### src/rtl/dict_pkg.sv
// Shared types and helpers for the runtime-loadable compression dictionary.
package dict_pkg;

  typedef enum logic [1:0] {
    DICT_EMPTY = 2'd0,
    DICT_LOAD  = 2'd1,
    DICT_READY = 2'd2
  } dict_state_e;

  function automatic int dict_depth(input int key_width);
    return 1 << key_width;
  endfunction

endpackage

### src/rtl/dict_match_array.sv
// Combinational value->key search over the valid dictionary entries; lowest index wins.
module dict_match_array
  import dict_pkg::*;
#(
  parameter int KEY_WIDTH = 4,
  parameter int VAL_WIDTH = 8
) (
  input  logic [dict_depth(KEY_WIDTH)*VAL_WIDTH-1:0] mem_flat,
  input  logic [KEY_WIDTH:0]                         entry_count,
  input  logic [VAL_WIDTH-1:0]                       lookup_val,
  output logic                                       hit,
  output logic [KEY_WIDTH-1:0]                       key
);

  localparam int DEPTH = dict_depth(KEY_WIDTH);

  logic [DEPTH-1:0] eq_vec;

  always_comb begin
    eq_vec = '0;
    for (int i = 0; i < DEPTH; i++) begin
      eq_vec[i] = ((KEY_WIDTH+1)'(i) < entry_count) &&
                  (mem_flat[i*VAL_WIDTH +: VAL_WIDTH] == lookup_val);
    end
  end

  // Scan from the top down so the lowest matching index is the last one written.
  always_comb begin
    hit = 1'b0;
    key = '0;
    for (int i = DEPTH - 1; i >= 0; i--) begin
      if (eq_vec[i]) begin
        hit = 1'b1;
        key = KEY_WIDTH'(i);
      end
    end
  end

endmodule

### src/rtl/dict_cam_loader.sv
// Loadable dictionary with registered compress (value->key) and decompress (key->value) lookups.
module dict_cam_loader
  import dict_pkg::*;
#(
  parameter int KEY_WIDTH  = 4,
  parameter int VAL_WIDTH  = 8,
  parameter int STAT_WIDTH = 16
) (
  input  logic                  clk,
  input  logic                  reset,
  input  logic                  load_start,
  input  logic                  load_valid,
  input  logic [VAL_WIDTH-1:0]  load_val,
  input  logic                  load_last,
  output logic                  load_ready,
  output logic                  dict_ready,
  output logic [KEY_WIDTH:0]    entry_count,
  input  logic                  cmp_req_valid,
  input  logic [VAL_WIDTH-1:0]  cmp_req_val,
  output logic                  cmp_rsp_valid,
  output logic [KEY_WIDTH-1:0]  cmp_rsp_key,
  output logic                  cmp_rsp_hit,
  input  logic                  dcmp_req_valid,
  input  logic [KEY_WIDTH-1:0]  dcmp_req_key,
  output logic                  dcmp_rsp_valid,
  output logic [VAL_WIDTH-1:0]  dcmp_rsp_val,
  output logic                  dcmp_rsp_hit,
  output logic [STAT_WIDTH-1:0] hit_count,
  output logic [STAT_WIDTH-1:0] miss_count
);

  localparam int DEPTH = dict_depth(KEY_WIDTH);
  localparam logic [KEY_WIDTH:0] LAST_SLOT = (KEY_WIDTH+1)'(DEPTH - 1);

  dict_state_e state;

  logic [VAL_WIDTH-1:0]       mem [DEPTH];
  logic [DEPTH*VAL_WIDTH-1:0] mem_flat;
  logic                       load_acc;
  logic                       cmp_acc;
  logic                       dcmp_acc;
  logic                       match_hit;
  logic [KEY_WIDTH-1:0]       match_key;
  logic                       dcmp_in_range;

  // A restart outranks a concurrent beat, so that beat never reaches memory.
  assign load_acc      = load_valid && load_ready && !load_start;
  assign cmp_acc       = cmp_req_valid && dict_ready;
  assign dcmp_acc      = dcmp_req_valid && dict_ready;
  assign dcmp_in_range = {1'b0, dcmp_req_key} < entry_count;

  for (genvar g = 0; g < DEPTH; g++) begin : g_flat
    assign mem_flat[g*VAL_WIDTH +: VAL_WIDTH] = mem[g];
  end

  dict_match_array #(
    .KEY_WIDTH (KEY_WIDTH),
    .VAL_WIDTH (VAL_WIDTH)
  ) u_match (
    .mem_flat    (mem_flat),
    .entry_count (entry_count),
    .lookup_val  (cmp_req_val),
    .hit         (match_hit),
    .key         (match_key)
  );

  // Contents need no reset: entry_count gates every read.
  always_ff @(posedge clk) begin
    if (load_acc) begin
      mem[entry_count[KEY_WIDTH-1:0]] <= load_val;
    end
  end

  always_ff @(posedge clk or posedge reset) begin
    if (reset) begin
      state          <= DICT_EMPTY;
      entry_count    <= '0;
      load_ready     <= 1'b0;
      dict_ready     <= 1'b0;
      cmp_rsp_valid  <= 1'b0;
      cmp_rsp_key    <= '0;
      cmp_rsp_hit    <= 1'b0;
      dcmp_rsp_valid <= 1'b0;
      dcmp_rsp_val   <= '0;
      dcmp_rsp_hit   <= 1'b0;
      hit_count      <= '0;
      miss_count     <= '0;
    end else begin
      // Requests are served against pre-clear contents even on a restart edge.
      cmp_rsp_valid  <= cmp_acc;
      dcmp_rsp_valid <= dcmp_acc;
      if (cmp_acc) begin
        cmp_rsp_key <= match_key;
        cmp_rsp_hit <= match_hit;
      end
      if (dcmp_acc) begin
        dcmp_rsp_hit <= dcmp_in_range;
        dcmp_rsp_val <= dcmp_in_range ? mem[dcmp_req_key] : '0;
      end

      if (load_start) begin
        state       <= DICT_LOAD;
        entry_count <= '0;
        load_ready  <= 1'b1;
        dict_ready  <= 1'b0;
        hit_count   <= '0;
        miss_count  <= '0;
      end else begin
        if (cmp_acc) begin
          if (match_hit) begin
            if (hit_count != '1) hit_count <= hit_count + 1'b1;
          end else begin
            if (miss_count != '1) miss_count <= miss_count + 1'b1;
          end
        end
        case (state)
          DICT_LOAD: begin
            if (load_acc) begin
              entry_count <= entry_count + 1'b1;
              if (load_last || entry_count == LAST_SLOT) begin
                state      <= DICT_READY;
                load_ready <= 1'b0;
                dict_ready <= 1'b1;
              end
            end
          end
          DICT_READY: begin
            load_ready <= 1'b0;
            dict_ready <= 1'b1;
          end
          default: begin
            load_ready <= 1'b0;
            dict_ready <= 1'b0;
          end
        endcase
      end
    end
  end

endmodule

### config.mk
export PLATFORM = sky130hd
export DESIGN_NAME = dict_cam_loader
export DESIGN_NICKNAME = d
export VERILOG_FILES = /design/src/rtl/dict_pkg.sv /design/src/rtl/dict_match_array.sv /design/src/rtl/dict_cam_loader.sv
export SDC_FILE = /design/constraint.sdc
export NUM_CORES = 1
export LEC_CHECK = 0
export BUFFER_PORTS_ARGS = -buffer_cell sky130_fd_sc_hd__buf_2
export CAP_MARGIN = 0
export CORE_MARGIN = 4
export CORE_UTILIZATION = 40
export DETAILED_ROUTE_END_ITERATION = 6
export GPL_TIMING_DRIVEN = 1
export RECOVER_POWER = 100
export SETUP_SLACK_MARGIN = 0.2
export SLEW_MARGIN = 20
export SYNTH_ARGS = -nofsm -noshare
export SYNTH_HDL_FRONTEND = slang
export SYNTH_HIERARCHICAL = 1
export SYNTH_SLANG_ARGS = --single-unit
### constraint.sdc
create_clock -name clk -period 2.7 [get_ports clk]
set_input_delay 0.54 -clock clk [delete_from_list [all_inputs] [get_ports clk]]
set_output_delay 0.54 -clock clk [all_outputs]
set_load 0.01 [all_outputs]
==> impl_metrics.tcl <==
set metrics [dict create \
    hold_path.class "in2reg" \
    synthCells 759 \
    cts_buffer_depth 2 \
    final.min_clock_period_ns 2.860 \
    comb_power_share 0.120 \
    worst_path_most_repeated_cell "buf_4" \
    end_kind "register" \
    synth_cell_type_count 62 \
    drc 0 \
    dr.pass1.iters 5 \
    cp.required_ns 3.07 \
    syn-num-nets 797 \
    p_per_area_nw_per_um2 527.0 \
    clkPwrFrac 0.379 \
    grt_antenna_before_repair 0 \
    syn-cell-area_um2 9605 \
    peakVddDrop_v 0.0004290 \
    insertion_delay_ns 0.45 \
    criticalPathCategory "reg2reg" \
    final_area_um2 12020 \
    avgSynthCellArea_um2 12.66 \
    cts_buffers 17 \
    rows 56 \
    seq_power_share 0.501 \
    cts_sinks 185 \
    wl_per_cell_um 21.26 \
    core_area_um2 23540 \
    switchingPower_w 0.001685 \
    cts_root_buf "clkbuf_16" \
    grt_pass1_vias 6923 \
    io_buffer_count 81 \
    cp_max_fo 4 \
    nets 975 \
    hpwl_um 19710 \
    intPower_w 0.004651 \
    total_leakage_power_nw 4.512 \
    cap_viol_max_count 0 \
    drt_iter0_markers 775 \
    grtUsageTotal 0.2051 \
    cp_top_family "simple AND/OR/NAND/NOR gates" \
    layout_commonest_cell "edfxtp_1" \
    total_power_w 0.006336 \
    drv_slew 0 \
    crit_slowest_cell "or4_4" \
    die_h_um 163.0 \
    cp_cell_sequence "buf_6, buf_4, inv_4, o21ai_1, buf_4, nand4_1, nand4_1, nor2_4, nand2_2, buf_4, or2_4, a21o_4, or4_4, a21oi_2" \
    synth_edf_count 128 \
    syn_to_final_growth_pct 25.15 \
    die_area_um2 26560 \
    start_kind "register" \
    boundaryPins 82 \
    hold_viol_final 0 \
    p_sw_frac 0.2660 \
    hold_buffers 0 \
    mostFrequentLayoutCells "edfxtp_1 (128), buf_4 (99), xor2_1 (86)" \
    violations "negative setup slack" \
    synth-seq-cells 185 \
    die_w_um 163.0 \
    path_clk_slew_ns 0.08 \
    cp.buffers_inverters 5 \
    fmax_mhz 349.7 \
    status "complete, but fails checks" \
    finalWirelength_um 26980 \
    start_util 0.4080 \
    arrival_ns 3.23 \
    tns_ns -0.9052 \
    ant_nets 0 \
    cts_htree_levels 4 \
    skew_ns 0.01897 \
    viasPerCell 5.519 \
    diodes 0 \
    period_share 1.059 \
    drive_gt1_frac 0.2811 \
    timing.hold.ws_ns 0.4353 \
    grt_first_pass_wirelength_um 41100 \
    rsz0062_at_grt "yes" \
    setup_viol 11 \
    grt_overflow 0 \
    yosysWarnings 6 \
    ys_async_sr_fraction 0.3081 \
    worst_pin_slew_ns 1.426 \
    place_area_um2 11160 \
    gp_congestion 0.8807 \
    grt_start_max_net_pins 58 \
    yosysSeqAreaShare 0.5487 \
    maxSlewHeadroom 0.04937 \
    slowest_delay_ns 0.48 \
    setup_ws_ns -0.1595 \
    ys.flop_type "edfxtp_1" \
    via_count 7004 \
    cts_tree "done" \
]
==> power by group through the flow <==
stage	sequential [W]	combinational, W	clock [W]
finish	0.00317	0.000762	0.00240
global route	0.00318	0.000827	0.00255
floorplan	0.00324	0.000392	0
CTS	0.00317	0.000769	0.00243
detailed placement	0.00323	0.000751	0
global placement	0.00323	0.000746	0
==> through the flow <==
step           cells  worst slack [ns]  utilization
2_1_floorplan    759           -0.1838            -
3_3_place_gp    1228           -0.5506       0.4740
3_5_place_dp    1228           -0.5785       0.4740
4_1_cts         1266           -0.1534       0.5090
5_1_grt         1269           -0.2321       0.5106
6_report        1269           -0.1595       0.5106
==> cell type report <==
type	instances	area [um2]
Tap cell	319	399.1
Clock inverter	15	138.9
Timing Repair Buffer	196	1321
Clock buffer	17	425.4
Inverter	16	62.56
Fill cell	2088	11520
Sequential cell	185	5271
Multi-Input combinational cell	521	4403
==> flip-flops by register name (all words and copies together) (netlist names), 2 cells and up <==
signal / cells
dcmp_rsp_val: 8
mem: 128
state: 2
miss_count: 16
entry_count: 5
cmp_rsp_key: 4
hit_count: 16
==> Yosys cell counts, drive strengths merged (4+ instances only) <==
| cell type | number | area, um2 |
|---|---|---|
| a211oi | 10 | 80.07 |
| nand2b | 4 | 25.02 |
| nor2 | 61 | 229.0 |
| edfxtp | 128 | 3844 |
| nand2 | 41 | 161.4 |
| xnor2 | 65 | 569.3 |
| a21o | 5 | 45.04 |
| dfrtp | 57 | 1426 |
| a22oi | 15 | 112.6 |
| xor2 | 86 | 753.2 |
| nor4 | 23 | 165.2 |
| nand3 | 19 | 95.09 |
| a21oi | 15 | 78.83 |
| nor3 | 29 | 145.1 |
| inv | 16 | 60.06 |
| and3 | 8 | 51.30 |
| buf | 18 | 100.1 |
| mux4 | 33 | 743.2 |
| ha | 11 | 137.6 |
| or3 | 7 | 43.79 |
| o21ai | 11 | 55.05 |
| mux2 | 4 | 45.04 |
| nand4 | 25 | 156.4 |
| a22o | 8 | 70.07 |
| clkbuf | 19 | 71.32 |
| nor2b | 5 | 31.28 |
==> worst min-delay path, stage by stage <==
cell	delay, ns
buf_2	0.14
nand2_4	0.10
inv_1	0.07
==> kinds of logic after synthesis <==
kind of cell / synth area share
and+or+nand+nor: 0.1254
DFF: 0.5487
xor gates and xnor gates: 0.1377
AOI/OAI and AO/OA: 0.06461
buffers and inverters: 0.02410
muxes: 0.08519
adders and majority gates: 0.01433
==> routing by layer <==
layer	track usage	part of all wire	up-vias
met2	0.3198	0.46	265
met4	0.04727	0.012	0
met5	0	0	-
li1	-	-	3185
met3	0.03138	0.064	25
met1	0.3046	0.46	3529
==> final timing paths <==
kind / slack [ns] / depth (start not counted) / endpoint / from
max in group asynchronous: 1.17 / 3 / entry_count[2] / reset
min in group asynchronous: 0.58 / 3 / miss_count[7] / reset
setup / recovery: -0.16 / 14 / miss_count[5] / entry_count[4]
setup reg to reg: -0.16 / 14 / miss_count[5] / entry_count[4]
hold / removal: 0.44 / 3 / cmp_rsp_valid / cmp_req_valid
hold reg to reg: 0.49 / 1 / state[0] / state[0]
==> timing repair <==
item                                    in CTS  in global routing
buffers inserted                             5                  3
gates resized for setup                     43                 15
gates cloned                                 1                  0
pin swaps                                   26                 18
endpoints found under the setup margin      32                 33
(Power assumes the default switching activity.)
